<file path="src/rtl/counter_arb_pkg.sv">
`default_nettype none
// ============================================================================
// Module      : counter_arb_pkg
// Description : Shared types and default parameters for the counter arbiter.
// Revision    : 1.0 - initial release
// ============================================================================
package counter_arb_pkg;

    localparam int c_CNT_W_DEF    = 17;
    localparam int c_RST_VAL_DEF  = 1 << 12;
    localparam int c_MAX_HOLD_DEF = 8;

    typedef enum logic [1:0] {
        IDLE = 2'd0,
        GNT1 = 2'd1,
        GNT2 = 2'd2
    } state_t;

    typedef logic [1:0] req_id_t;

    localparam req_id_t c_REQ1 = 2'd1;
    localparam req_id_t c_REQ2 = 2'd2;

endpackage
`default_nettype wire

</file>
<file path="src/rtl/arb_wrap_counter.sv">
`default_nettype none
// ============================================================================
// Module      : arb_wrap_counter
// Description : Counter that advances on enable and wraps to 0 at RST_VAL.
// Revision    : 1.0 - initial release
// ============================================================================
module arb_wrap_counter #(
    parameter int CNT_W   = 17,
    parameter int RST_VAL = 1 << 12
) (
    input  logic             clk,
    input  logic             rst,
    input  logic             enable,
    output logic [CNT_W-1:0] out
);

    localparam logic [CNT_W:0] c_WRAP_AT = (CNT_W + 1)'(RST_VAL);

    logic [CNT_W-1:0] r_out;
    logic [CNT_W:0]   w_inc;

    // One extra bit so the increment can never overflow before the wrap test.
    assign w_inc = {1'b0, r_out} + (CNT_W + 1)'(1);

    always_ff @(posedge clk or posedge rst) begin
        if (rst) begin
            r_out <= '0;
        end else if (enable) begin
            if (w_inc == c_WRAP_AT) begin
                r_out <= '0;
            end else begin
                r_out <= w_inc[CNT_W-1:0];
            end
        end
    end

    assign out = r_out;

endmodule
`default_nettype wire

</file>
<file path="src/rtl/counter_arbiter.sv">
`default_nettype none
// ============================================================================
// Module      : counter_arbiter
// Description : Two-requester round-robin arbiter with bounded grant length
//               driving a shared wrapping counter.
//               Optional macro COUNTER_ARB_ASSERT_EN adds invariant properties.
// Revision    : 1.0 - initial release
// ============================================================================
module counter_arbiter
    import counter_arb_pkg::*;
#(
    parameter int CNT_W    = c_CNT_W_DEF,
    parameter int RST_VAL  = c_RST_VAL_DEF,
    parameter int MAX_HOLD = c_MAX_HOLD_DEF
) (
    input  logic             clk,
    input  logic             rst,
    input  logic             req1,
    input  logic             req2,
    output logic             gnt1,
    output logic             gnt2,
    output logic             enable,
    output logic [CNT_W-1:0] out
);

    localparam int c_HOLD_W = (MAX_HOLD > 1) ? $clog2(MAX_HOLD) : 1;
    localparam logic [c_HOLD_W-1:0] c_HOLD_LAST = c_HOLD_W'(MAX_HOLD - 1);

    state_t              r_state;
    state_t              w_state_nxt;
    logic [c_HOLD_W-1:0] r_hold;
    logic [c_HOLD_W-1:0] w_hold_nxt;
    req_id_t             r_last;

    always_ff @(posedge clk or posedge rst) begin
        if (rst) begin
            r_state <= IDLE;
            r_hold  <= '0;
            r_last  <= c_REQ2;
        end else begin
            r_state <= w_state_nxt;
            r_hold  <= w_hold_nxt;
            if (w_state_nxt == GNT1) begin
                r_last <= c_REQ1;
            end else if (w_state_nxt == GNT2) begin
                r_last <= c_REQ2;
            end
        end
    end

    // On release the other requester is served directly when it is waiting.
    always_comb begin
        w_state_nxt = r_state;
        case (r_state)
            IDLE: begin
                if (req1 && (!req2 || (r_last != c_REQ1))) begin
                    w_state_nxt = GNT1;
                end else if (req2) begin
                    w_state_nxt = GNT2;
                end
            end
            GNT1: begin
                if (!req1 || (r_hold == c_HOLD_LAST)) begin
                    w_state_nxt = req2 ? GNT2 : IDLE;
                end
            end
            GNT2: begin
                if (!req2 || (r_hold == c_HOLD_LAST)) begin
                    w_state_nxt = req1 ? GNT1 : IDLE;
                end
            end
            default: w_state_nxt = IDLE;
        endcase
        w_hold_nxt = ((w_state_nxt == r_state) && (r_state != IDLE))
                   ? r_hold + c_HOLD_W'(1) : '0;
    end

    always_comb begin
        gnt1   = (r_state == GNT1);
        gnt2   = (r_state == GNT2);
        enable = (r_state == GNT1) || (r_state == GNT2);
    end

    arb_wrap_counter #(
        .CNT_W   (CNT_W),
        .RST_VAL (RST_VAL)
    ) u_counter (
        .clk    (clk),
        .rst    (rst),
        .enable (enable),
        .out    (out)
    );

`ifdef COUNTER_ARB_ASSERT_EN
    a_mutex: assert property (@(posedge clk) disable iff (rst) !(gnt1 && gnt2));
    a_out_bound: assert property (@(posedge clk) disable iff (rst)
        out <= CNT_W'(RST_VAL - 1));
    a_hold_bound: assert property (@(posedge clk) disable iff (rst)
        r_hold <= c_HOLD_LAST);
    a_no_starve: assert property (@(posedge clk) disable iff (rst)
        (req1 && req2 && gnt1) |-> ##[1:MAX_HOLD] (r_state != GNT1));
`else
    // Invariant properties are compiled only when the macro is defined.
`endif

endmodule
`default_nettype wire

</file>
<file path="config.mk">
export PLATFORM = sky130hd
export DESIGN_NAME = counter_arbiter
export DESIGN_NICKNAME = d
export VERILOG_FILES = /design/src/rtl/counter_arb_pkg.sv /design/src/rtl/arb_wrap_counter.sv /design/src/rtl/counter_arbiter.sv
export SDC_FILE = /design/constraint.sdc
export NUM_CORES = 1
export LEC_CHECK = 0
export CAP_MARGIN = 40
export CORE_MARGIN = 4
export CORE_UTILIZATION = 30
export DETAILED_ROUTE_END_ITERATION = 7
export DONT_BUFFER_PORTS = 1
export GPL_TIMING_DRIVEN = 0
export SLEW_MARGIN = 20
export SYNTH_ARGS = -nofsm -noshare
export SYNTH_HDL_FRONTEND = slang
export SYNTH_SLANG_ARGS = --single-unit
export TNS_END_PERCENT = 30
</file>
<file path="constraint.sdc">
create_clock -name clk -period 2.6 [get_ports clk]
set_input_delay 0.52 -clock clk [delete_from_list [all_inputs] [get_ports clk]]
set_output_delay 0.52 -clock clk [all_outputs]
set_load 0.02 [all_outputs]
</file>
==> metrics.cfg, run 1 <==
[global_route]
overflow=0
antenna_found_initial=0
grt_pass1_wl_um=5290
grt_max_degree=14
grt_pass1_vias=1137
gr-usage-all-layers_pct=10.6

[route]
drc=0
ant_nets=0
vias_per_cell=5.00
num_vias=1169
drtIter0Drc=51
dr.pass1.iters=4
routedWlPerCell_um=13.1
wirelength_um=3050

[clock_tree]
postCtsHoldBufs=0
htreeDepth=1
clk_pin_slew_worst_paths_ps=90
cts.path.max_buffers=2
cts_made_buffers=3
cts_tree=yes
cts.sinks=24
insertion_delay_ps=270
ctsRootBufferMaster=clkbuf_8

[setup_path]
start_kind=flop
cp_slowest_cell=or4_4
crit_chain=inv_1 -> ha_2 -> clkbuf_4 -> inv_1 -> or4_4 -> nor2_1 -> nand4_1 -> xnor2_1
end_kind=flop
required_ps=2750
cp_max_fo=9
path_common_cell=inv_1
path_class=reg2reg
crit_family=simple AND/OR/NAND/NOR gates
cp_num_buf_inv=3
max_stage_delay_ps=580
cp.arrival_ps=2580

[yosys]
synth_warnings=0
yosysMostFrequentCell=dfrtp_1
synth_nets=173
async_reset_ff_share_pct=100
synth-seq-cells=24
synthFlopType=dfrtp_1
synth_top_area_share_pct=38.6
yosys.area.top_type=dfrtp_1
synth.avg_cell_area_sq_um=9.26
ys_types=40
synth_top_cells_by_count=dfrtp_1 (23), nand2_1 (20), xnor2_1 (15), nor2_1 (12), nand4_1 (11)
synth.cell_area_sq_um=1490
synth_area_leaders=dfrtp_1 (39%), xnor2_1 (8.8%), ha_1 (6.7%), nand2_1 (5.0%), nand4_1 (4.6%)
postSynthCellCount=161
synth_edf_count=0
ys_seq_area_share_pct=40.4

[floorplanning]
placeableCoreArea_sq_um=4750
die-area_sq_um=6160
die_h_um=78.5
pin_count=24
start_util_pct=31.4
die_w_um=78.5
num_rows=25

[placed_design]
placement.io_buffers=0
dpl_worst_slack_ps=98.4
gp_congestion=0.818
dp_hpwl_um=2350
post_dp_cell_area_sq_um=1590

[sta]
fin_skew_ps=1.45
period_needed_ps=2430
report.final.slew_viol_count=0
fin_ws_ps=166
slew_headroom_pct=65.8
worstMarginPinSlew_ps=512
setup_viol=0
fin_crit_sh_pct=93.6
hold_violations=0
fmax_ghz=0.411
setup_tns_ps=0
grt_setup_unrepaired=false

[layout]
area_growth_pct=11.2
final_nets=180
final_area_sq_um=1660
fillers=513
drive_gt1_share_pct=12.6
num_antenna_cells=0

[hold_path]
hold_class=in2async

[power_and_ir_drop]
p_leak_nw=0.697
power.share.clock_pct=17.7
combPwrFrac_pct=40.5
power.switching_w=0.000619
p_seq_share_pct=41.8
ir_drop_mv=0.312
power_density_nw_per_um2=882
intPower_w=0.000843
swShare_pct=42.4

[run_status]
outcome=completed

[run]
max_cap_viol_count=0

-- worst register-to-register path: cells and delay by family, from the launching register on --
family,cells,cell delay (ps)
xor+xnor,1,160
fa+ha+maj,1,420
buf+inv,3,450
flops,1,430
simple gates,3,870
-- layout by cell type, fill, tap and decap left out, drive strengths merged, types with 2 or more instances in the layout --
cell type / instances
inv: 9
nor3b: 3
o21ai: 5
dfrtp: 23
nor2: 12
a211o: 2
nand3: 5
xnor2: 15
buf: 7
o31ai: 2
ha: 8
clkbuf: 7
nand2: 20
a221oi: 2
mux2i: 3
and3: 3
nand4: 12
and2: 2
xor2: 3
a21oi: 4
nor3: 3
nor4: 4
or4: 2
nand2b: 2
-- metal layers --
layer	track usage (%)	routed length [um]	share of wire [%]
met1	13.2	1360	44
met5	0	0	0
met3	3.21	203	6.6
met2	17.1	1450	47
met4	3.67	48	1.6
-- final timing paths --
path | startpoint | slack [ps] | cells past startpoint | to
worst max-delay path | r_state[0] | 170 | 8 | u_counter.out[15]
worst min-delay path | rst | 160 | 1 | r_last[0]
worst max register to register | r_state[0] | 170 | 8 | u_counter.out[15]
worst min register to register | r_hold[0] | 450 | 1 | r_hold[0]
max in group asynchronous | rst | 1980 | 2 | u_counter.out[4]
min in group clk | r_hold[0] | 450 | 1 | r_hold[0]
-- cells by family after synthesis --
logic type	share of synthesized area (%)
compound gates	9.56
xor+xnor	10.6
mux	2.77
buf+inv	5.12
flops	40.4
fa+ha+maj	6.71
simple gates	24.9
-- registers in the layout (all words and copies together), names as in the netlist --
signal         cells
r_last             2
u_counter.out     17
r_state            2
r_hold             3
-- through the flow --
stage	util (%)	hold slack, ps	cells	total power (W)
6_report	34.9	159	234	0.00146
5_1_grt	34.9	206	234	0.00158
4_1_cts	34.6	175	233	0.00146
3_5_place_dp	33.4	441	229	0.00120
3_3_place_gp	33.1	433	228	0.00119
2_1_floorplan	-	419	161	0.00107
-- what timing repair did --
action	CTS	global route
resized for setup	0	2
setup endpoints to repair	0	1
setup buffers	0	1
-- power by group through the flow --
stage	Clock, W	Sequential, W	Combinational, W
after global routing	0.000282	0.000625	0.000669
final	0.000259	0.000612	0.000593
after detailed placement	0	0.000627	0.000568
after global placement	0	0.000626	0.000561
after CTS	0.000268	0.000619	0.000572
after floorplan	0	0.000597	0.000476
-- area by class of cell --
class                      instances  area, sq um  area share (%)
sequential                        24          602            36.3
buffer                             8         45.0            2.72
clock buffer                       4         55.1            3.32
multi-input combinational        120          816            49.2
inverter                           9         33.8            2.04
timing repair buffer               2         22.5            1.36
tap                               67         83.8            5.06
No activity file was read; power rests on OpenSTA's default activity.
==> run 2: changes to the inputs <==
--- a/config.mk
+++ b/config.mk
@@ -8,6 +8,8 @@
 export CAP_MARGIN = 40
 export CORE_MARGIN = 4
 export CORE_UTILIZATION = 30
+export CTS_CLUSTER_DIAMETER = 60
+export CTS_CLUSTER_SIZE = 14
 export DETAILED_ROUTE_END_ITERATION = 7
 export DONT_BUFFER_PORTS = 1
 export GPL_TIMING_DRIVEN = 0
==> results of run 2 <==
No change in the layout: final DEF, timing and power equal those of run 1.
==> run 3: changes to the inputs <==
--- a/config.mk
+++ b/config.mk
@@ -13,6 +13,7 @@
 export DETAILED_ROUTE_END_ITERATION = 7
 export DONT_BUFFER_PORTS = 1
 export GPL_TIMING_DRIVEN = 0
+export PLACE_DENSITY = 0.46
 export SLEW_MARGIN = 20
 export SYNTH_ARGS = -nofsm -noshare
 export SYNTH_HDL_FRONTEND = slang
==> run 3 against run 2 <==
  * Sequential power is essentially flat
  * First-iteration DRC count grew 3.9%
  * Clock-buffer cell count shrank 1
  * Maximum frequency up 0.37%
  * Final cell count up 0.43%
  * Clock skew about the same
  * Sequential cell count stayed put
  * Core utilization is 0.50 points higher
  * Die area stayed put
  * Largest cell class unchanged
  * Combinational power rose by 3%
==> metrics.cfg, run 3 (synthesis results as in run 1) <==
[layout]
final_cell_mix=dfrtp_1 (23), nand2_1 (20), xnor2_1 (15)  ; unchanged
area_growth_pct=12.8  ; was 11.2%
final_nets=181  ; was 180
largest_register=u_counter.out  ; unchanged
drive_gt1_share_pct=13.1  ; was 12.6%
final_common_cell=dfrtp_1  ; unchanged
reg.largest.list=u_counter.out (17), r_hold (3)  ; unchanged
num_antenna_cells=0  ; unchanged
utilization_pct=35.4  ; was 34.9%
largest_reg_flops=17  ; unchanged

[global_route]
overflow=0  ; unchanged
grt_max_degree=16  ; was 14
grt_pass1_wl_um=5500  ; was 5290 um
gr-usage-all-layers_pct=11.0  ; was 10.6%
antenna_found_initial=0  ; unchanged
grt_pass1_vias=1181  ; was 1137

[hold_path]
hold_class=in2async  ; unchanged

[sta]
fin_skew_ps=1.62  ; was 1.45 ps
hold_ws_ps=115  ; was 159 ps
setup_tns_ps=0  ; unchanged
period_needed_ps=2430  ; about the same
fin_crit_sh_pct=93.3  ; was 93.6%
setup_viol=0  ; unchanged
slew_headroom_pct=70.1  ; was 65.8%
report.final.slew_viol_count=0  ; unchanged
hold_violations=0  ; unchanged
fmax_ghz=0.412  ; was 0.411 GHz
grt_setup_unrepaired=false  ; unchanged
worstMarginPinSlew_ps=448  ; was 512 ps

[power_and_ir_drop]
combPwrFrac_pct=39.3  ; was 40.5%
swShare_pct=40.5  ; was 42.4%
p_seq_share_pct=39.4  ; was 41.8%
power_density_nw_per_um2=922  ; was 882 nW/um^2
power.switching_w=0.000628  ; was 0.000619 W
intPower_w=0.000922  ; was 0.000843 W
ir_drop_mv=0.379  ; was 0.312 mV
p_leak_nw=0.709  ; was 0.697 nW
power.share.clock_pct=21.3  ; was 17.7%

[setup_path]
path_common_cell=inv_1  ; unchanged
cp.arrival_ps=2580  ; about the same
crit_chain=inv_1 -> ha_2 -> clkbuf_4 -> inv_1 -> or4_4 -> nor2_1 -> nand4_1 -> xnor2_1  ; unchanged
end_kind=flop  ; unchanged
path_class=reg2reg  ; unchanged
max_stage_delay_ps=590  ; was 580 ps
r2r_setup_slack_ps=170  ; about the same
cp_slowest_cell=or4_4  ; unchanged
start_kind=flop  ; unchanged
cp_max_fo=9  ; unchanged
required_ps=2750  ; about the same

[floorplanning]
die_h_um=78.5  ; unchanged
num_rows=25  ; unchanged
pin_count=24  ; unchanged
placeableCoreArea_sq_um=4750  ; unchanged
start_util_pct=31.4  ; unchanged
die-area_sq_um=6160  ; unchanged
die_w_um=78.5  ; unchanged

[clock_tree]
cts_tree=yes  ; unchanged
insertion_delay_ps=270  ; about the same
cts.path.max_buffers=2  ; unchanged
clk_pin_slew_worst_paths_ps=80  ; was 90 ps
htreeDepth=1  ; unchanged
cts.sinks=24  ; unchanged
cts_made_buffers=3  ; unchanged
ctsRootBufferMaster=clkbuf_8  ; unchanged
postCtsHoldBufs=0  ; unchanged

[run_status]
outcome=completed  ; unchanged

[placed_design]
placement.io_buffers=0  ; unchanged
dp_hpwl_um=2400  ; was 2350 um
gp_congestion=0.840  ; was 0.818

[route]
ant_nets=0  ; unchanged
vias_per_cell=4.83  ; was 5.00
num_vias=1134  ; was 1169
routedWlPerCell_um=13.2  ; was 13.1 um
drc=0  ; unchanged
drtIter0Drc=53  ; was 51
wirelength_um=3110  ; was 3050 um
dr.pass1.iters=4  ; unchanged

[run]
max_cap_viol_count=0  ; unchanged

-- run 3: area by class of cell --
cell class	instances	area (sq um)
Tap cell	67	83.8
Fill cell	512	3070
Clock inverter	1	30.0
Sequential cell	24	602
Timing Repair Buffer	3	30.0
Multi-Input combinational cell	120	816
Inverter	9	33.8
Buffer	8	45.0
Clock buffer	3	41.3
-- run 3: routing by layer --
metal	vias to the layer above	share of wire (%)	global-route usage, %
met3	5	4.6	2.52
met2	18	49	18.7
met5	-	0	0
li1	580	-	-
met4	0	1.7	4.20
met1	531	45	13.6
-- run 3: timing repair --
| item | CTS | global route |
|---|---|---|
| hold endpoints to repair | 0 | 0 |
| gates resized for setup | 0 | 2 |
| setup endpoints to repair | 0 | 2 |
| buffers inserted | 0 | 2 |
-- run 3: critical path: cells and delay by family (launching register included) --
family	cells	cell delay, ps
buffers and inverters	3	440
adders and majority gates	1	410
DFF	1	380
and+or+nand+nor	3	920
xor gates and xnor gates	1	150
-- run 3: worst paths after layout --
kind	endpoint	cells past startpoint	from
min in group clk	r_hold[0]	1	r_hold[0]
min reg2reg	r_hold[0]	1	r_hold[0]
max reg2reg	u_counter.out[15]	8	r_state[1]
max in group asynchronous	r_last[1]	2	rst
max	u_counter.out[15]	8	r_state[1]
min	u_counter.out[11]	1	rst
-- run 3: power by group through the flow --
stage	registers, W	logic (W)	clock network, W
finish	0.000611	0.000609	0.000329
global route	0.000629	0.000698	0.000359
CTS	0.000619	0.000580	0.000340
detailed placement	0.000627	0.000577	0
global placement	0.000622	0.000563	0
floorplan	0.000597	0.000476	0
-- run 3: through the flow --
step	total power, W	std cells	instance area [sq um]	worst slack [ps]
after floorplan	0.00107	161	1490	361
after global placement	0.00118	228	1580	68.4
after detailed placement	0.00120	229	1590	57.7
after CTS	0.00154	233	1660	30.6
after global routing	0.00169	235	1680	34.3
final	0.00155	235	1680	175
